## src/rtl/alu_logic_pkg.sv

```systemverilog
// ----------------------------------------------------------------------------
// alu_logic_pkg
// Shared definitions for the bitwise logic unit:
//   - alu_op_e : 3-bit operation select encoding
//   - CNT_W    : width of the completed-transfer counter
// ----------------------------------------------------------------------------
package alu_logic_pkg;

    localparam int unsigned CNT_W = 16;

    typedef enum logic [2:0] {
        OP_AND    = 3'd0,
        OP_OR     = 3'd1,
        OP_XOR    = 3'd2,
        OP_NAND   = 3'd3,
        OP_NOR    = 3'd4,
        OP_XNOR   = 3'd5,
        OP_ANDN   = 3'd6,   // a & ~b
        OP_PASS_A = 3'd7
    } alu_op_e;

endpackage : alu_logic_pkg

```

## src/rtl/alu_logic_fifo.sv

```systemverilog
// ----------------------------------------------------------------------------
// alu_logic_fifo
// Result buffer: DEPTH-entry FIFO (DEPTH a power of two) with pointers that
// wrap modulo DEPTH and a synchronous flush.
// Ports:
//   clk, rst_n  : clock, asynchronous active-low reset
//   flush       : discard all entries at the next edge (overrides push/pop)
//   push, wdata : write one entry (caller guarantees !full)
//   pop         : remove the head entry (caller guarantees !empty)
//   rdata       : head entry
//   full, empty : occupancy == DEPTH / occupancy == 0
// ----------------------------------------------------------------------------
module alu_logic_fifo #(
    parameter int unsigned DW    = 35,
    parameter int unsigned DEPTH = 2
) (
    input  logic          clk,
    input  logic          rst_n,
    input  logic          flush,
    input  logic          push,
    input  logic          pop,
    input  logic [DW-1:0] wdata,
    output logic [DW-1:0] rdata,
    output logic          full,
    output logic          empty
);

    localparam int unsigned AW = (DEPTH > 1) ? $clog2(DEPTH) : 1;
    localparam int unsigned CW = $clog2(DEPTH + 1);

    logic [DW-1:0] r_mem [DEPTH];
    logic [AW-1:0] r_wptr;
    logic [AW-1:0] r_rptr;
    logic [CW-1:0] r_count;

    // Storage is not reset: entries are only visible while r_count says so.
    always_ff @(posedge clk) begin
        if (push) begin
            r_mem[r_wptr] <= wdata;
        end
    end

    always_ff @(posedge clk or negedge rst_n) begin
        if (!rst_n) begin
            r_wptr  <= '0;
            r_rptr  <= '0;
            r_count <= '0;
        end else if (flush) begin
            r_wptr  <= '0;
            r_rptr  <= '0;
            r_count <= '0;
        end else begin
            // Power-of-two DEPTH: natural overflow of AW bits is the modulo wrap.
            if (push) begin
                r_wptr <= r_wptr + AW'(1);
            end
            if (pop) begin
                r_rptr <= r_rptr + AW'(1);
            end
            case ({push, pop})
                2'b10:   r_count <= r_count + CW'(1);
                2'b01:   r_count <= r_count - CW'(1);
                default: r_count <= r_count;
            endcase
        end
    end

    assign rdata = r_mem[r_rptr];
    assign full  = (r_count == CW'(DEPTH));
    assign empty = (r_count == '0);

endmodule : alu_logic_fifo

```

## src/rtl/alu_logic_unit.sv

```systemverilog
// ----------------------------------------------------------------------------
// alu_logic_unit
// Bitwise logic unit with valid/ready handshakes on both sides. Each accepted
// beat computes op(a, b) plus zero/ones/parity flags and stores them in a
// DEPTH-entry result FIFO; the head entry is presented on the output side.
// Ports:
//   clk, rst_n            : clock, asynchronous active-low reset
//   flush                 : synchronous discard of all buffered results
//   in_valid / in_ready   : input handshake (op, a, b sampled on accept)
//   op [2:0]              : operation select (see alu_op_e)
//   a, b [WIDTH-1:0]      : operands
//   out_valid / out_ready : output handshake
//   result [WIDTH-1:0]    : head result (0 when !out_valid)
//   zero, ones, parity    : head result flags (0 when !out_valid)
//   xfer_count [15:0]     : completed output transfers, wraps at 0xFFFF
// ----------------------------------------------------------------------------
module alu_logic_unit
    import alu_logic_pkg::*;
#(
    parameter int unsigned WIDTH = 32,
    parameter int unsigned DEPTH = 2
) (
    input  logic             clk,
    input  logic             rst_n,
    input  logic             flush,
    input  logic             in_valid,
    output logic             in_ready,
    input  logic [2:0]       op,
    input  logic [WIDTH-1:0] a,
    input  logic [WIDTH-1:0] b,
    output logic             out_valid,
    input  logic             out_ready,
    output logic [WIDTH-1:0] result,
    output logic             zero,
    output logic             ones,
    output logic             parity,
    output logic [CNT_W-1:0] xfer_count
);

    // Entry layout: {parity, ones, zero, result}
    localparam int unsigned DW = WIDTH + 3;

    logic [WIDTH-1:0] w_res;
    logic             w_zero;
    logic             w_ones;
    logic             w_parity;
    logic [DW-1:0]    w_wdata;
    logic [DW-1:0]    w_rdata;
    logic             w_full;
    logic             w_empty;
    logic             w_push;
    logic             w_pop;
    logic [CNT_W-1:0] r_xfer_count;

    always_comb begin
        w_res = '0;
        unique case (alu_op_e'(op))
            OP_AND:    w_res = a & b;
            OP_OR:     w_res = a | b;
            OP_XOR:    w_res = a ^ b;
            OP_NAND:   w_res = ~(a & b);
            OP_NOR:    w_res = ~(a | b);
            OP_XNOR:   w_res = ~(a ^ b);
            OP_ANDN:   w_res = a & ~b;
            OP_PASS_A: w_res = a;
        endcase
    end

    assign w_zero   = (w_res == '0);
    assign w_ones   = &w_res;
    assign w_parity = ^w_res;
    assign w_wdata  = {w_parity, w_ones, w_zero, w_res};

    // rst_n gates in_ready so it reads 0 throughout reset, not just after it.
    // Full is judged on start-of-cycle occupancy; a concurrent pop does not help.
    assign in_ready  = rst_n && !w_full && !flush;
    assign out_valid = !w_empty;
    assign w_push    = in_valid && in_ready;
    assign w_pop     = out_valid && out_ready;

    alu_logic_fifo #(
        .DW    (DW),
        .DEPTH (DEPTH)
    ) u_fifo (
        .clk   (clk),
        .rst_n (rst_n),
        .flush (flush),
        .push  (w_push),
        .pop   (w_pop),
        .wdata (w_wdata),
        .rdata (w_rdata),
        .full  (w_full),
        .empty (w_empty)
    );

    // A pop coinciding with flush is discarded along with the data, so it
    // does not count as a completed transfer.
    always_ff @(posedge clk or negedge rst_n) begin
        if (!rst_n) begin
            r_xfer_count <= '0;
        end else if (w_pop && !flush) begin
            r_xfer_count <= r_xfer_count + CNT_W'(1);
        end
    end

    assign result     = out_valid ? w_rdata[WIDTH-1:0] : '0;
    assign zero       = out_valid && w_rdata[WIDTH];
    assign ones       = out_valid && w_rdata[WIDTH+1];
    assign parity     = out_valid && w_rdata[WIDTH+2];
    assign xfer_count = r_xfer_count;

endmodule : alu_logic_unit

```

## config.mk

```make
export PLATFORM = sky130hd
export DESIGN_NAME = alu_logic_unit
export DESIGN_NICKNAME = d
export VERILOG_FILES = /design/src/rtl/alu_logic_pkg.sv /design/src/rtl/alu_logic_fifo.sv /design/src/rtl/alu_logic_unit.sv
export SDC_FILE = /design/constraint.sdc
export NUM_CORES = 1
export LEC_CHECK = 0
export CAP_MARGIN = 30
export CORE_AREA = 2 2 170 172
export DETAILED_ROUTE_END_ITERATION = 10
export DIE_AREA = 0 0 172 174
export SLEW_MARGIN = 20
export SYNTH_ARGS = -nofsm -noshare
export SYNTH_HDL_FRONTEND = slang
export SYNTH_SLANG_ARGS = --single-unit
```

## constraint.sdc

```tcl
create_clock -name clk -period 5.5 [get_ports clk]
set_input_delay 1.375 -clock clk [delete_from_list [all_inputs] [get_ports clk]]
set_output_delay 1.375 -clock clk [all_outputs]
set_load 0.02 [all_outputs]
```

Yosys cells after proc, flatten, opt, wreduce, memory -nomap -nowiden
Memory sizes are Yosys's and may differ from the RTL's.
Index checks and enable logic that the tools add are counted.
Widths: inputs -> output; s select.
{"block": "totals", "register_bits": 20, "out_inout_bits": 53, "ram_bits": 70, "n_memories": 1, "wordCells": 57}
{"memory": "u_fifo.r_mem", "words": 2, "width": 35, "read_ports": 1, "rd_clocked_by_memory_dff": 0, "wr": 1, "line": "alu_logic_fifo.sv:31", "text": "logic [DW-1:0] r_mem [DEPTH];"}
{"block": "op_classes", "reduce_logical": 19, "n_eq_ne": 10, "mux": 10, "n_bitwise": 8, "n_addsub": 5}
{"cell": "$pmux 32 s8", "count": 1}
{"cell": "$not 32->32", "count": 4}
{"cell": "$and 32x32->32", "count": 2}
{"cell": "$logic_not 32->1", "count": 1}
{"cell": "$mux 32", "count": 1}
{"cell": "$or 32x32->32", "count": 1}
{"cell": "$reduce_and 32->1", "count": 1}
{"cell": "$reduce_xor 32->1", "count": 1}
{"cell": "$xor 32x32->32", "count": 1}
{"cell": "$add 16x1->16 const B", "count": 1}
{"cell": "$eq 3x3->1 const B", "count": 4}
{"cell": "$logic_and 1x1->1", "count": 8}
{"cell": "$eq 3x2->1 const B", "count": 2}
{"cell": "$mux 1", "count": 6}
{"cell": "$eq 2x2->1 const B", "count": 2}
{"cell": "$pmux 2 s2", "count": 1}
{"cell": "$reduce_bool 2->1", "count": 2}
{"cell": "$eq 3x1->1 const B", "count": 1}
{"cell": "$logic_not 1->1", "count": 3}
{"cell": "$logic_not 3->1", "count": 1}
{"cell": "$reduce_bool 3->1", "count": 1}
{"cell": "$add 1x1->1 const B", "count": 2}
{"cell": "$add 2x1->2 const B", "count": 1}
{"cell": "$eq 2x1->1 const B", "count": 1}
{"cell": "other kinds (3)", "count": 3}

Longest topological paths before layout
Gate-level depths: netlist of the first run.
{"block": "depth", "ltp_word": 8, "ltp_mapped": 12}

Hierarchy
A second synthesis of the first run with hierarchy kept.
{"block": "hier_totals", "hier_cells": 812, "area_unflattened_um2": 8300.5}
{"mod": "alu_logic_unit", "seq_area_each_um2": 400.4, "area_per_inst_um2": 5431.5, "cells_per_inst": 682, "n_inst": 1}
{"mod": "alu_logic_fifo", "seq_area_each_um2": 2202.1, "area_per_inst_um2": 2869.0, "cells_per_inst": 130, "n_inst": 1}

Least setup slack after synthesis of the first run
Ideal clock, no wire load.
{"block": "synth_timing", "path_type": "input-to-reg", "startpoint": "input flush", "endpoint": "memory u_fifo.r_mem[0][0], enable pin", "slack_ns": 1.509, "setup_ns": 0.427, "stages": 4, "t_arrival_ns": 3.564, "n_path_buf": 1, "cell_sequence": "clkbuf_1 and3b_1 nand2_1 nor2_1"}
{"block": "synth_between", "elab_chain_cells": 5}
{"item": "start: declaration", "line": "alu_logic_unit.sv:25", "text": "input logic flush,"}
{"item": "$logic_not 1->1", "line": "alu_logic_unit.sv:76", "text": "assign in_ready = rst_n && !w_full && !flush;"}
{"item": "$logic_and 1x1->1", "line": "alu_logic_unit.sv:76"}
{"item": "net in_ready", "line": "alu_logic_unit.sv:27", "text": "output logic in_ready,"}
{"item": "$logic_and 1x1->1", "line": "alu_logic_unit.sv:78", "text": "assign w_push = in_valid && in_ready;"}
{"item": "$mux 1", "line": "alu_logic_fifo.sv:38", "text": "if (push) begin"}
{"item": "$mux 1 (implied by the code)", "line": "alu_logic_fifo.sv:39", "text": "r_mem[r_wptr] <= wdata;"}
{"item": "end: declaration", "line": "alu_logic_fifo.sv:31"}
The timed path passes the listed nets, and every way through them passes these cells.

Worst setup path in the final report of the first run
{"block": "layout_timing", "startpoint": "input rst_n", "endpoint": "output in_ready"}
{"block": "layout_between", "elab_chain_cells": 2}
{"item": "start: declaration", "line": "alu_logic_unit.sv:24", "text": "input logic rst_n,"}
{"item": "$logic_and 1x1->1 (2 in a row)", "line": "alu_logic_unit.sv:76"}
{"item": "end: declaration", "line": "alu_logic_unit.sv:27"}
Every way passes these cells.

==> impl_metrics.toml, run 1 <==
[pwr]
power.total_mw = 2.16
ir_worst_vdd_uv = 153
p_per_area_nw_per_um2 = 212
p_leak_nw = 4.20

[routing]
vias_per_cell = 4.77
firstDrtPassIters = 4
met3RoutedLength_um = 863
wl_met1_um = 10000
routed_wl_um = 20700
met2WireLength_um = 9510
vias = 6474
drc = 0
top_layer_used = "met4"
ant_nets = 0
wl_per_cell_um = 15.3
drt-initial-drc-count = 415

[yosys]
ys_warn_count = 0
ys_async_sr_fraction_pct = 22.2
synthTopCellsByCount = "ha_1, inv_1, edfxtp_1, nor2_1, mux2i_1"
syn_area_per_cell_um2 = 9.60
yosysMostFrequentCell = "ha_1"
synth.largest_area_cell = "edfxtp_1"
synth.distinct_cells = 52
synth_top_area_share_pct = 25.3
synthCells = 867
netlist_area_um2 = 8320
synthFlopType = "edfxtp_1"
ys_ff_latch = 90
synth_edf_count = 70
ys_seq_area_share_pct = 31.3
synth_nets = 1068
synth.area.top_cells = "edfxtp_1, ha_1, dfrtp_1"

[critical_path]
worst_path_largest_cell_delay_ns = 0.64
crit_type = "in -> out"
end_kind = "output pin"
path_buf_inv = 3
crit_chain = "clkdlybuf4s50_1 > buf_4 > and3b_1 > clkdlybuf4s50_1"
cp_top_family = "buffers and inverters"
arrival_ns = 3.03
worst_ep_required_time_ns = 4.12
crit_top_cell = "clkdlybuf4s50_1"
slowest_stage = "clkdlybuf4s50_1"
path_max_fanout = 26
start_kind = "primary input"

[placement]
finalWeightedCongestion = 0.800
place_inst = 1340
hpwl_um = 16400
port_buffers = 124

[sta]
rsz0062_at_grt = "false"
fin_skew_ns = 0.0104
finalHoldViolations = 0
finalSetupTns_ns = 0
hold-worst-slack_ns = 0.476
slew_violations = 0
post-route-period-util_pct = 80.1
tightestPinTransition_ns = 0.871
max_freq_mhz = 227
relSlewSlack_pct = 41.8
min_period_ns = 4.41
setup_viol = 0

[global_route]
grt_max_degree = 71
grt_pass1_vias = 6156
antenna_found_initial = 0
grt_overflow_total = 0
grt_util_all_layers_pct = 13.9
grt_first_pass_wirelength_um = 32700

[layout]
drive_gt1_share_pct = 6.69
synthToLayoutAreaGrowth_pct = 22.5
final_net_count = 1168
diodes = 0
final_cells = 1356

[worst_hold_path]
hold_class = "reg -> reg"

[clocking]
cts_tree = "built"
cts-root-buf = "clkbuf_16"
htree_levels = 3
holdBufCountCts = 0
cts_buffers = 9
cts_resized = 0
cts.sink_count = 90
clk_path_buf_depth = 2
worst_skew_pair.late_latency_ns = 0.34
clkTransAtPathRegs_ns = 0.07
post_cts.repair.setup_buffers = 0

[die]
coreArea_um2 = 28200
start_util_pct = 29.5
ios = 125
die_h_um = 174
die_w_um = 172
rows = 62
die-area_um2 = 29900

[status]
status = "finished clean"

[job]
maxCapViolCount = 0
-- worst paths after layout --
check | start | end | slack, ns | cells past startpoint
max | rst_n | in_ready | 1.09 | 4
min | xfer_count[15] | xfer_count[15] | 0.48 | 1
max reg2reg | u_fifo.r_count[0] | u_fifo.r_mem[0][21] | 3.65 | 5
min reg2reg | xfer_count[15] | xfer_count[15] | 0.48 | 1
max in group asynchronous | rst_n | u_fifo.r_rptr | 3.84 | 2
min in group asynchronous | rst_n | xfer_count[8] | 1.40 | 2
-- power by group --
part	internal [mW]	switching (mW)	total [mW]	leakage [nW]
clock network	0.308	0.246	0.554	0.122
registers	0.801	0.0300	0.831	0.909
logic	0.356	0.416	0.772	3.16
-- logic make-up (layout without fill, tap and decap cells) --
kind of cell,count (synthesis),after routing,share of synthesized area (%)
AOI/OAI and AO/OA,165,165,13.5
muxes,61,61,9.20
buffers and inverters,133,238,6.74
DFF,90,90,31.3
and+or+nand+nor,258,258,16.6
xor gates and xnor gates,31,31,3.26
adders and majority gates,129,129,19.4
-- registers in the layout, indices dropped and copies added, names as in the netlist --
name and cells:
u_fifo.r_wptr 1, u_fifo.r_count 2, xfer_count 16, u_fifo.r_mem 70, u_fifo.r_rptr 1
-- final cells by class --
cell class	instances	area [um2]
fill	2908	18000
inverter	84	315
clock inverter	5	40.0
clock buffer	11	233
tap	384	480
sequential	90	2600
multi-input combinational	644	5160
timing repair buffer	138	1360
-- metal layers --
metal	vias to the layer above	global-route usage (%)
li1	3273	-
met1	3030	19.6
met2	152	22.5
met3	19	1.59
met4	0	3.61
met5	-	0
-- worst register-to-register path, stage by stage (launching register included) --
cell and delay, ns:
dfrtp_1 0.47, nand2b_1 0.16, and3b_1 0.20, nand2_1 0.10
nor2_2 0.10, buf_4 0.42
-- placed cells by master (no fill, tap or decap), types with 17 or more instances in the layout --
cell type        count
nand4_1             17
inv_1               82
a21oi_1             36
ha_1               129
o21ai_0             35
xnor2_1             25
dfrtp_1             19
nor2b_1             29
clkdlybuf4s50_1    121
mux2i_1             45
nand2_1             34
nor2_1              68
a211oi_1            24
nand2b_1            32
edfxtp_1            70
-- metrics by stage --
step	utilization, %	setup WS, ns	cell area, um2
5_1_grt	36.1	1.02	10200
4_1_cts	36.1	1.08	10200
6_report	36.1	1.09	10200
3_3_place_gp	35.0	1.11	9880
3_5_place_dp	35.1	1.10	9920
2_1_floorplan	-	1.51	8320
Note: power is estimated with default switching activity, not from simulation.
==> run 2, diff against run 1 <==
- clock period: 5.5 -> 4.1 ns (I/O delays scaled with it)
==> run 2 against run 1 <==
Sequential share of layout area down 0.36 points. Clock-buffer cell count is the same. Critical path depth rose by 7. Utilization up 0.51 points.
==> impl_metrics.toml, run 2 (synthesis results as in run 1) <==
[layout]
final_area_um2 = 10300
fillers = 2880
final_cell_mix = "ha_1, clkdlybuf4s50_1, inv_1, edfxtp_1, nor2_1"
largest_reg_flops = 70
final_net_count = 1181
drive_gt1_share_pct = 7.92
synthToLayoutAreaGrowth_pct = 24.3
regMostFlops = "u_fifo.r_mem"
diodes = 0
final_cells = 1369
postLayoutCoreUtil_pct = 36.6
final_common_cell = "ha_1"

[die]
coreArea_um2 = 28200
ios = 125
rows = 62
die-area_um2 = 29900
die_h_um = 174
start_util_pct = 29.5
die_w_um = 172

[sta]
finalSetupTns_ns = 0
fin_skew_ns = 0.00948
slew_violations = 0
finalHoldViolations = 0
worst_slack_ns = 0.364
relSlewSlack_pct = 41.8
min_period_ns = 3.74
hold-worst-slack_ns = 0.473
post-route-period-util_pct = 91.1
tightestPinTransition_ns = 0.870
setup_viol = 0
rsz0062_at_grt = "false"
max_freq_mhz = 268

[clocking]
clkTransAtPathRegs_ns = 0.06
cts_tree = "built"
worst_skew_pair.late_latency_ns = 0.34
cts_resized = 0
post_cts.repair.setup_buffers = 0
cts-root-buf = "clkbuf_16"
clk_path_buf_depth = 2
cts_buffers = 9
htree_levels = 3
cts.sink_count = 90
holdBufCountCts = 0

[critical_path]
rrSetupSlack_ns = 2.27
rr_startpoint = "u_fifo.r_count[0]"
slowest_stage = "clkdlybuf4s50_1"
arrival_ns = 3.81
path_buf_inv = 2
worst_ep_required_time_ns = 4.18
crit_type = "in -> reg"
end_kind = "flop"
cp_top_family = "XOR/XNOR gates"
crit_top_cell = "xnor2_1"
worst_path_largest_cell_delay_ns = 0.57
r2r-end = "u_fifo.r_mem[0][23]"
r2r_cells = 5
start_kind = "primary input"
cp.depth = 11
crit_chain = "clkdlybuf4s50_1 > inv_1 > ha_1 > a211oi_1 > o21ai_0 > and4_1 > ha_1 > xnor2_1 > xnor2_1 > xnor2_1 > xnor2_1"
path_max_fanout = 4

[pwr]
p_leak_nw = 4.29
seq_power_share_pct = 36.1
ir_worst_vdd_uv = 202
p_per_area_nw_per_um2 = 298
combPwrFrac_pct = 33.9
p_sw_uw = 924
intPower_mw = 2.15
power_frac_clock_pct = 30.0
switching_share_pct = 30.0
power.total_mw = 3.08

[placement]
dpl_cell_area_um2 = 10000
dp_slack_ns = 0.0568
hpwl_um = 16600
port_buffers = 124
place_inst = 1353
finalWeightedCongestion = 0.837

[global_route]
grt_overflow_total = 0
antenna_found_initial = 0
grt_util_all_layers_pct = 14.0
grt_first_pass_wirelength_um = 33000
grt_max_degree = 61
grt_pass1_vias = 6229

[routing]
drc = 0
routed_wl_um = 21000
vias = 6591
firstDrtPassIters = 4
vias_per_cell = 4.81
wl_per_cell_um = 15.3
drt-initial-drc-count = 335
ant_nets = 0

[job]
maxCapViolCount = 0

[worst_hold_path]
hold_start = "xfer_count[15]"
hold_class = "reg -> reg"
hold_end = "xfer_count[15]"
worstHoldPathCells = 1

[status]
status = "finished clean"
-- run 2: cell types whose count changed in the layout (fill, tap and decap cells not counted), sizes merged --
cell      change
bufinv        +3
clkinvlp      -2
inv           -1
buf          +13
-- run 2: power groups by stage --
stage | Combinational [mW] | Sequential (mW) | Clock [mW]
2_1_floorplan | 0.666 | 1.14 | 0
3_3_place_gp | 1.03 | 1.13 | 0
3_5_place_dp | 1.05 | 1.13 | 0
4_1_cts | 1.05 | 1.11 | 0.938
5_1_grt | 1.16 | 1.12 | 0.977
6_report | 1.04 | 1.11 | 0.925
-- run 2: how the worst max path moves through the flow --
stage / end / slack [ns] / startpoint
final: u_fifo.r_mem[0][34] / 0.36 / a[19]
after global routing: u_fifo.r_mem[1][34] / 0.20 / a[19]
after CTS: u_fifo.r_mem[0][34] / 0.41 / a[19]
after detailed placement: u_fifo.r_mem[0][34] / 0.06 / a[19]
after global placement: u_fifo.r_mem[1][34] / 0.13 / a[19]
after floorplan: u_fifo.r_mem[0][0] / 0.46 / flush
-- run 2: layer usage --
metal | part of all wire [%] | global-route usage, %
met2 | 46 | 22.9
met4 | 0.86 | 2.73
met5 | 0 | 0
met3 | 6.0 | 2.48
met1 | 47 | 19.3
-- run 2: cell type report --
class | count | area (um2) | share of cell area [%]
multi-input cells | 644 | 5160 | 49.9
flip-flops and latches | 90 | 2600 | 25.2
repair buffers | 151 | 1440 | 14.0
well taps | 384 | 480 | 4.65
inverters | 84 | 315 | 3.05
clock buffers | 11 | 233 | 2.25
clock inverters | 5 | 103 | 0.992
